## src/rtl/cpu_datapath_pkg.sv

```systemverilog
// rtl/cpu_datapath_pkg.sv - shared widths, IR field positions and constant helpers
package cpu_datapath_pkg;

    localparam int WORD_W  = 32;
    localparam int NREG    = 16;
    localparam int FIELD_W = 4;
    localparam int RA_MSB  = 26;
    localparam int RB_MSB  = 22;
    localparam int RC_MSB  = 18;
    localparam int C_W     = 19;
    localparam int PC_INC  = 4;

    function automatic logic [WORD_W-1:0] sign_ext_c(input logic [C_W-1:0] c);
        return {{(WORD_W-C_W){c[C_W-1]}}, c};
    endfunction

endpackage

```

## src/rtl/cpu_alu.sv

```systemverilog
// rtl/cpu_alu.sv - combinational ALU, A from Y and B from the bus, first strobe wins
module cpu_alu
    import cpu_datapath_pkg::*;
(
    input  logic [WORD_W-1:0]   a,
    input  logic [WORD_W-1:0]   b,
    input  logic                inc_pc,
    input  logic                add_op,
    input  logic                sub_op,
    input  logic                and_op,
    input  logic                or_op,
    input  logic                shr_op,
    input  logic                shl_op,
    input  logic                ror_op,
    input  logic                rol_op,
    input  logic                neg_op,
    input  logic                not_op,
    output logic [2*WORD_W-1:0] alu_out
);

    logic [4:0]        sh;
    logic [5:0]        sh_inv;
    logic [WORD_W-1:0] res;

    assign sh     = b[4:0];
    // a shift by the full width yields zero, so a rotate by 0 returns a unchanged
    assign sh_inv = 6'd32 - {1'b0, sh};

    always_comb begin
        res = '0;
        if (inc_pc)      res = b + WORD_W'(PC_INC);
        else if (add_op) res = a + b;
        else if (sub_op) res = a - b;
        else if (and_op) res = a & b;
        else if (or_op)  res = a | b;
        else if (shr_op) res = a >> sh;
        else if (shl_op) res = a << sh;
        else if (ror_op) res = (a >> sh) | (a << sh_inv);
        else if (rol_op) res = (a << sh) | (a >> sh_inv);
        else if (neg_op) res = '0 - b;
        else if (not_op) res = ~b;
    end

    assign alu_out = {{WORD_W{1'b0}}, res};

endmodule

```

## src/rtl/cpu_datapath.sv

```systemverilog
// rtl/cpu_datapath.sv - single-bus 32-bit datapath with register file, bus mux and ALU
module cpu_datapath
    import cpu_datapath_pkg::*;
(
    input  logic        clk,
    input  logic        clear,
    input  logic        PCout, Zlowout, MDRout, Cout, BAout, Rout,
    input  logic        PCin, MARin, MDRin, IRin, Yin, Zin, Rin,
    input  logic        Gra, Grb, Grc,
    input  logic        IncPC, ADD, SUB, AND, OR, SHR, SHL, ROR, ROL, NEG, NOT,
    input  logic        read,
    input  logic [31:0] Mdatain,
    output logic [31:0] R0, R1, R2, R3, R4, R5, R6, R7,
    output logic [31:0] R8, R9, R10, R11, R12, R13, R14, R15,
    output logic [31:0] PC, IR, MAR, MDR, Hi, Lo,
    output logic [31:0] bus_mux_out,
    output logic [31:0] C_sign_ext,
    output logic [63:0] Z, ALUout,
    output logic [15:0] Rins, Routs
);

    logic [WORD_W-1:0]   gpr [NREG];
    logic [WORD_W-1:0]   pc_q, ir_q, mar_q, mdr_q, y_q;
    logic [2*WORD_W-1:0] z_q;
    logic [FIELD_W-1:0]  sel;
    logic [NREG-1:0]     dec;
    logic [WORD_W-1:0]   bus;

    assign sel = ({FIELD_W{Gra}} & ir_q[RA_MSB -: FIELD_W])
               | ({FIELD_W{Grb}} & ir_q[RB_MSB -: FIELD_W])
               | ({FIELD_W{Grc}} & ir_q[RC_MSB -: FIELD_W]);
    assign dec   = NREG'(1) << sel;
    assign Rins  = dec & {NREG{Rin}};
    assign Routs = dec & {NREG{Rout | BAout}};

    assign C_sign_ext = sign_ext_c(ir_q[C_W-1:0]);

    always_comb begin
        bus = '0;
        if (|Routs) begin
            for (int i = 0; i < NREG; i++)
                if (Routs[i]) bus = gpr[i];
            // base-address addressing treats R0 as a literal zero
            if (Routs[0] && BAout) bus = '0;
        end
        else if (PCout)   bus = pc_q;
        else if (MDRout)  bus = mdr_q;
        else if (Zlowout) bus = z_q[WORD_W-1:0];
        else if (Cout)    bus = C_sign_ext;
    end

    cpu_alu u_alu (
        .a       (y_q),
        .b       (bus),
        .inc_pc  (IncPC),
        .add_op  (ADD),
        .sub_op  (SUB),
        .and_op  (AND),
        .or_op   (OR),
        .shr_op  (SHR),
        .shl_op  (SHL),
        .ror_op  (ROR),
        .rol_op  (ROL),
        .neg_op  (NEG),
        .not_op  (NOT),
        .alu_out (ALUout)
    );

    always_ff @(posedge clk) begin
        if (clear) begin
            for (int i = 0; i < NREG; i++) gpr[i] <= '0;
            pc_q  <= '0;
            ir_q  <= '0;
            mar_q <= '0;
            mdr_q <= '0;
            y_q   <= '0;
            z_q   <= '0;
        end else begin
            for (int i = 0; i < NREG; i++)
                if (Rins[i]) gpr[i] <= bus;
            if (PCin)  pc_q  <= bus;
            if (IRin)  ir_q  <= bus;
            if (MARin) mar_q <= bus;
            if (Yin)   y_q   <= bus;
            if (MDRin) mdr_q <= read ? Mdatain : bus;
            if (Zin)   z_q   <= ALUout;
        end
    end

    assign bus_mux_out = bus;
    assign PC  = pc_q;
    assign IR  = ir_q;
    assign MAR = mar_q;
    assign MDR = mdr_q;
    assign Z   = z_q;
    assign Hi  = '0;
    assign Lo  = '0;

    assign R0  = gpr[0];  assign R1  = gpr[1];  assign R2  = gpr[2];  assign R3  = gpr[3];
    assign R4  = gpr[4];  assign R5  = gpr[5];  assign R6  = gpr[6];  assign R7  = gpr[7];
    assign R8  = gpr[8];  assign R9  = gpr[9];  assign R10 = gpr[10]; assign R11 = gpr[11];
    assign R12 = gpr[12]; assign R13 = gpr[13]; assign R14 = gpr[14]; assign R15 = gpr[15];

endmodule

```

## config.mk

```make
export PLATFORM = sky130hd
export DESIGN_NAME = cpu_datapath
export DESIGN_NICKNAME = d
export VERILOG_FILES = /design/src/rtl/cpu_datapath_pkg.sv /design/src/rtl/cpu_alu.sv /design/src/rtl/cpu_datapath.sv
export SDC_FILE = /design/constraint.sdc
export NUM_CORES = 2
export LEC_CHECK = 0
export ABC_AREA = 0
export CORE_AREA = 2 2 388 390
export CTS_BUF_LIST = sky130_fd_sc_hd__clkbuf_4 sky130_fd_sc_hd__clkbuf_8
export CTS_CLUSTER_SIZE = 14
export DETAILED_ROUTE_END_ITERATION = 10
export DIE_AREA = 0 0 390 392
export HOLD_SLACK_MARGIN = 0.08
export PLACE_DENSITY = 0.64
export SKIP_CTS_REPAIR_TIMING = 1
export SLEW_MARGIN = 20
export SYNTH_ARGS = -nofsm -noshare
export SYNTH_HDL_FRONTEND = slang
export SYNTH_SLANG_ARGS = --single-unit
```

## constraint.sdc

```tcl
create_clock -name clk -period 12.9 [get_ports clk]
set_clock_uncertainty 0.05 [all_clocks]
set_input_delay 2.58 -clock clk [delete_from_list [all_inputs] [get_ports clk]]
set_output_delay 2.58 -clock clk [all_outputs]
set_load 0.1 [all_outputs]
```

* Yosys cells after proc, flatten, opt, wreduce, memory -nomap -nowiden
Memory sizes are Yosys's and may differ from the RTL's. Cells that the tools add are included.
Storage, ports and cells: flip-flop bits (word level) 192, latch bits 0, memory bits (writable) 512, ROM bits 0, input port bits 62, output and inout port bits 928, logic and storage cells 148, memories 1
Memories:
- gpr | depth 16, bits a word 32, read ports 16, clocked after memory_dff 0, write ports 16, line cpu_datapath.sv:22 | logic [WORD_W-1:0] gpr [NREG];
Cells by class: $add $sub $neg 5, multipliers 0, div/mod/pow operators 0, magnitude comparators 0, equality and inequality tests 0, shift-type cells 5, mux-type cells 100, bitwise gates (word level) 29, reductions and logical operators 2
Operator list (count):
- 32-bit two-way mux | 50
- 32-bit bitwise OR | 3
- 1-bit two-way mux | 50
- 32-bit by 3-bit adder with 32-bit output, second input constant | 1
- 32-bit adder | 1
- 16-bit AND | 2
- 32-bit AND | 1
- 32-bit NOT | 1
- 32-bit by 5-bit left shift with 32-bit output | 1
- 32-bit by 6-bit left shift with 32-bit output | 1
- 32-bit by 5-bit right shift with 32-bit output | 1
- 32-bit by 6-bit right shift with 32-bit output | 1
- 1-bit by 32-bit subtractor with 32-bit output, first input constant | 1
- 32-bit subtractor | 1
- 1-bit bitwise OR | 17
- 16-bit OR reduction | 1
- 1-bit by 4-bit left shift with 16-bit output, first input constant | 1
- 4-bit AND | 3
- 4-bit bitwise OR | 2
- 6-bit by 5-bit subtractor with 6-bit output, first input constant | 1
- 1-bit logical AND | 1

* Logic depth before layout (Yosys ltp)
depth in word-level cells 35, depth in mapped cells 32, mapped depth without buffers 24

* By module
A second synthesis with hierarchy kept.
Unflattened totals: cells, all modules 5194, area total of the unflattened synthesis 48425.2 um^2
Modules (own cells, without submodules):
- cpu_datapath | times used 1, cells an instance 3177, area each 34245.3 um^2
- cpu_alu | times used 1, cells an instance 2017, area each 14179.8 um^2

* Worst setup path before layout
No wires, ideal clock.
path type input-to-output, start input Grb, end output ALUout[11], arrival 11.983 ns, path slack -1.713 ns, cell stages on the path 24, cells stage by stage a222oi_1 buf_2 buf_6 or3b_2 nor2_1 a32oi_1 a31o_1 a21o_1 buf_4 buf_2 buf_2 buf_2 buf_2 ha_1 or3_1 nor3_1 or3_1 buf_2 buf_2 mux2i_1 mux2_2 o221ai_1 a221oi_1 o41ai_1
RTL lines:
- from (decl) | line cpu_datapath.sv:9 | input logic Gra, Grb, Grc,
- 4-bit AND * | line cpu_datapath.sv:30 | | ({FIELD_W{Grb}} & ir_q[RB_MSB -: FIELD_W])
- 4-bit bitwise OR * | line cpu_datapath.sv:30
- 4-bit bitwise OR * | line cpu_datapath.sv:31 | | ({FIELD_W{Grc}} & ir_q[RC_MSB -: FIELD_W]);
- 1-bit by 4-bit left shift with 16-bit output * | line cpu_datapath.sv:32 | assign dec = NREG'(1) << sel;
- 16-bit AND * | line cpu_datapath.sv:34 | assign Routs = dec & {NREG{Rout | BAout}};
- via Routs[5] | line cpu_datapath.sv:19 | output logic [15:0] Rins, Routs
- 32-bit two-way mux (11 in a row) | line cpu_datapath.sv:42 | if (Routs[i]) bus = gpr[i];
- 32-bit two-way mux | line cpu_datapath.sv:44 | if (Routs[0] && BAout) bus = '0;
- [... 5 more ...]
- 32-bit two-way mux | line cpu_alu.sv:38 | else if (ror_op) res = (a >> sh) | (a << sh_inv);
- 32-bit two-way mux | line cpu_alu.sv:37 | else if (shl_op) res = a << sh;
- 32-bit two-way mux | line cpu_alu.sv:36 | else if (shr_op) res = a >> sh;
- 32-bit two-way mux | line cpu_alu.sv:35 | else if (or_op) res = a | b;
- 32-bit two-way mux | line cpu_alu.sv:34 | else if (and_op) res = a & b;
- 32-bit two-way mux | line cpu_alu.sv:33 | else if (sub_op) res = a - b;
- 32-bit two-way mux | line cpu_alu.sv:32 | else if (add_op) res = a + b;
- 32-bit two-way mux * | line cpu_alu.sv:31 | if (inc_pc) res = b + WORD_W'(PC_INC);
- to (decl) | line cpu_datapath.sv:18 | output logic [63:0] Z, ALUout,
Mark *: on every way through the listed nets, which the timed path passes. The rest lies on a longest branch.

* Worst setup path in the final report
start input Grb, end output ALUout[22]
On the way: cells in the longest elaborated chain, start to end 35
Ends and longest elaborated chain:
- 4-bit AND * | line cpu_datapath.sv:30
- 4-bit bitwise OR * | line cpu_datapath.sv:30
- 4-bit bitwise OR * | line cpu_datapath.sv:31
- 1-bit by 4-bit left shift with 16-bit output * | line cpu_datapath.sv:32
- 16-bit AND * | line cpu_datapath.sv:34
- 32-bit two-way mux (16 in a row) | line cpu_datapath.sv:42
- 32-bit two-way mux | line cpu_datapath.sv:44
- 32-bit two-way mux * | line cpu_datapath.sv:40 | if (|Routs) begin
- [... 4 more ...]
- 32-bit two-way mux | line cpu_alu.sv:38
- 32-bit two-way mux | line cpu_alu.sv:37
- 32-bit two-way mux | line cpu_alu.sv:36
- 32-bit two-way mux | line cpu_alu.sv:35
- 32-bit two-way mux | line cpu_alu.sv:34
- 32-bit two-way mux | line cpu_alu.sv:33
- 32-bit two-way mux | line cpu_alu.sv:32
- 32-bit two-way mux * | line cpu_alu.sv:31
Every way passes the cells marked *; elsewhere a longest branch is shown, timed or not.

==> results.yml <==
outcome:
  run_status: "complete, no violations"
setup_path:
  worstSetupStartpointType: "primary input"
  cell_type_with_the_highest_occurrence_count_on_the_critical_path: "buf_12"
  crit_required_ns: 10.27
  cp_max_fo: 43
  endpoint_class_of_the_critical_path: "primary output"
  crit_chain: "clkdlybuf4s50_1, a222oi_1, buf_12, buf_12, nand2b_1, a21oi_1, a221o_1, a2111oi_0, buf_4, o211a_2, buf_12, ha_1, nand2_1, or4_1, nor4_4, nand3_1, and3_1, a2111oi_1, o31ai_1, a221o_1, buf_12"
  worst_setup_path_class: "primary input to primary output"
  critPathBufInv: 6
  worst-endpoint-arrival_ns: 10.12
  cp_top_family: "compound AO/OA/AOI/OAI gates"
  max_stage_delay_ns: 0.73
  crit_slowest_cell: "a2111oi_1"
cts:
  clock_sink_count: 704
  root_buffer: "clkbuf_8"
  cts-htree-levels: 3
  cts-buffers-inserted: 120
  clock_latency_ns: 0.92
  clk_transition_reported_paths_ns: 0.05
  tritoncts_clock_tree: "built"
  ctsLongestPathBuffers: 3
synth:
  cells_taking_the_most_area_after_synthesis: "edfxtp_1 (33%), dfxtp_1 (8.2%), nor2_1 (6.2%)"
  synthesis.area_mm2: 0.0469
  netlist-cell-type-count: 105
  synth_top_cell_area_share_pct: 32.8
  synth_enable_flop_cells: 512
  postSynthCellCount: 5244
  dominant_cell_by_count_in_the_synthesized_netlist: "nor2_1"
  synth-seq-area-share_pct: 41.0
  synth_seq_cells: 704
  synth.avg_cell_area_um2: 8.94
  synthesis.yosys.warnings: 0
  async_flop_share_pct: 0
  synth_commonest_cells: "nor2_1 (777), edfxtp_1 (512), nand2_1 (410)"
  post-synth-top-area-cell: "edfxtp_1"
  synth_top_flop_cell: "edfxtp_1"
die:
  initial_utilization_pct: 31.5
  dieWidth_um: 390
  die-area_mm2: 0.153
  io-pin-count: 990
  design.core.area_mm2: 0.149
  dieHeight_um: 392
  num_rows: 142
power:
  cellPowerDensity_mw_per_mm2: 218
  part_of_the_power_in_the_clock_network_pct: 16.6
  power_frac_seq_pct: 22.1
  leakage_uw: 0.0237
  p_int_uw: 5930
  combPwrFrac_pct: 61.3
  power.share.switching_pct: 56.2
  power.net_switching_uw: 7610
  vdd_ir_drop_max_mv: 0.120
  total_power_uw: 13500
global_routing:
  global_route_wire_length_before_repair_um: 468000
  global_route.usage.total_pct: 45.4
  global_route.overflow_total: 0
  grt_pass1_vias: 49000
  grt_start_max_net_pins: 144
  globalRouteMet1Util_pct: 55.7
  grt_util_met2_pct: 66.8
  grt_busiest_layer: "met2"
  use_met3_pct: 14.9
  grt_antenna_before_repair: 31
finish:
  final_layout_size_suffix_gt1_share_pct: 16.0
  layoutNonFillerInstCount: 8252
  finalNetCount: 6352
  nFillCells: 14800
  multi_input_gate_area_in_the_final_layout_mm2: 0.0246
  areaGrowthSynthToFinish_pct: 32.3
  area.sequential_mm2: 0.0192
placement:
  dpl.hpwl_um: 285000
  pre_cts_slack_ns: 0.328
  buffer_ports.inserted: 861
  post-place-cells: 8010
  gp_routability_congestion: 1.09
detailed_routing:
  route.detailed.drc: 0
  drt-total-wl_um: 362000
  vias_per_cell: 6.50
  drtAntennaViolNets: 0
  dr.pass1.iters: 8
  drt_wl_cell_um: 43.9
  drt-initial-drc-count: 9942
  routed-via-count: 53700
sta:
  final_min_period_over_clock_period_pct: 98.8
  worst_slack_ns: 0.154
  setup_tns_ns: 0
  slew-limit-headroom_pct: 10.2
  report.final.setup_viol: 0
  final-hold-violation-count: 0
  worst_pin_slew_ns: 1.33
  hold_slack_ns: 0.435
  timing.final.max_slew_violations: 0
  max_freq_mhz: 78.5
  period_minus_slack_ns: 12.75
  rsz_0062_raised_after_global_routing: "no"
worst_hold_path:
  min-delay-path-class: "register to register"
run:
  maxCapViolations: 0
[logic make-up after synthesis]
logic type,after synthesis,synth area share [%]
flops,704,41.0
other cells,1,0.00800
xor+xnor,68,1.29
compound gates,1514,22.5
buf+inv,838,8.26
simple gates,1758,17.1
fa+ha+maj,102,2.74
mux,259,7.10
[cell type report]
class / count / share of cell area (%)
flip-flops and latches: 704 / 31.0
clock buffers: 158 / 3.18
multi-input cells: 3829 / 39.7
diodes: 16 / 0.0646
inverters: 182 / 1.11
clock inverters: 68 / 0.939
well taps: 1944 / 3.92
repair buffers: 1351 / 20.1
[registers in the layout, indices dropped and copies added, names as in the netlist]
name,count
gpr,512
IR,32
MAR,32
MDR,32
PC,32
Z,32
y_q,32
[through the flow]
step | util, % | instance area, um^2
after floorplan | - | 47400
after global placement | 39.9 | 59500
after detailed placement | 39.9 | 59400
after CTS | 41.6 | 62000
after global routing | 41.6 | 62000
final | 41.6 | 62000
[placed cells by master, fill, tap and decap left out, types with 48 or more instances in the layout]
cell / count
a221oi_1: 52
clkbuf_8: 125
a31oi_1: 48
conb_1: 128
mux2i_1: 183
nand2_1: 409
a21oi_1: 259
xnor2_1: 54
ha_1: 101
inv_1: 162
o22ai_1: 48
edfxtp_1: 512
o21ai_0: 262
o211ai_1: 90
a211oi_1: 179
nor3_1: 115
a22oi_1: 59
dfxtp_1: 192
mux4_2: 57
buf_4: 539
nand3_1: 111
nor2_1: 767
clkdlybuf4s50_1: 737
[power by group through the flow]
stage	logic (uW)	registers (uW)	clock network, uW
5_1_grt	8360	2970	2310
3_3_place_gp	8080	3000	0
2_1_floorplan	3450	4190	0
4_1_cts	8010	2960	2220
6_report	8300	2990	2240
3_5_place_dp	7990	3000	0
[worst reg2reg max path, cell delays in order (launching register included)]
cell and delay (ns):
dfxtp_1 0.50, buf_4 0.33, a222oi_1 0.54, buf_12 0.28, or4b_1 0.65, o22ai_1 0.24
a31oi_1 0.14, o22a_1 0.35, a21oi_4 0.19, buf_4 0.60, ha_1 0.36, nand2_1 0.16
or4_1 0.71, nor4_4 0.37, nand3_1 0.17, and3_1 0.22, a2111oi_1 0.73, o31ai_1 0.26
a221o_1 0.52, o21a_1 0.23
[worst paths after layout]
kind	start	end	slack [ns]	cells after the start
worst max-delay path	Grb	ALUout[22]	0.15	21
worst min-delay path	y_q[12]	y_q[12]	0.43	2
worst max register to register	IR[18]	Z[22]	5.18	19
worst min register to register	y_q[12]	y_q[12]	0.43	2
[metal layers]
| layer | vias to the layer above | wire length [um] |
|---|---|---|
| met5 | - | 134 |
| li1 | 21200 | - |
| met3 | 1089 | 45000 |
| met4 | 20 | 32700 |
| met1 | 26600 | 132000 |
| met2 | 4845 | 152000 |
(Power assumes the default switching activity.)
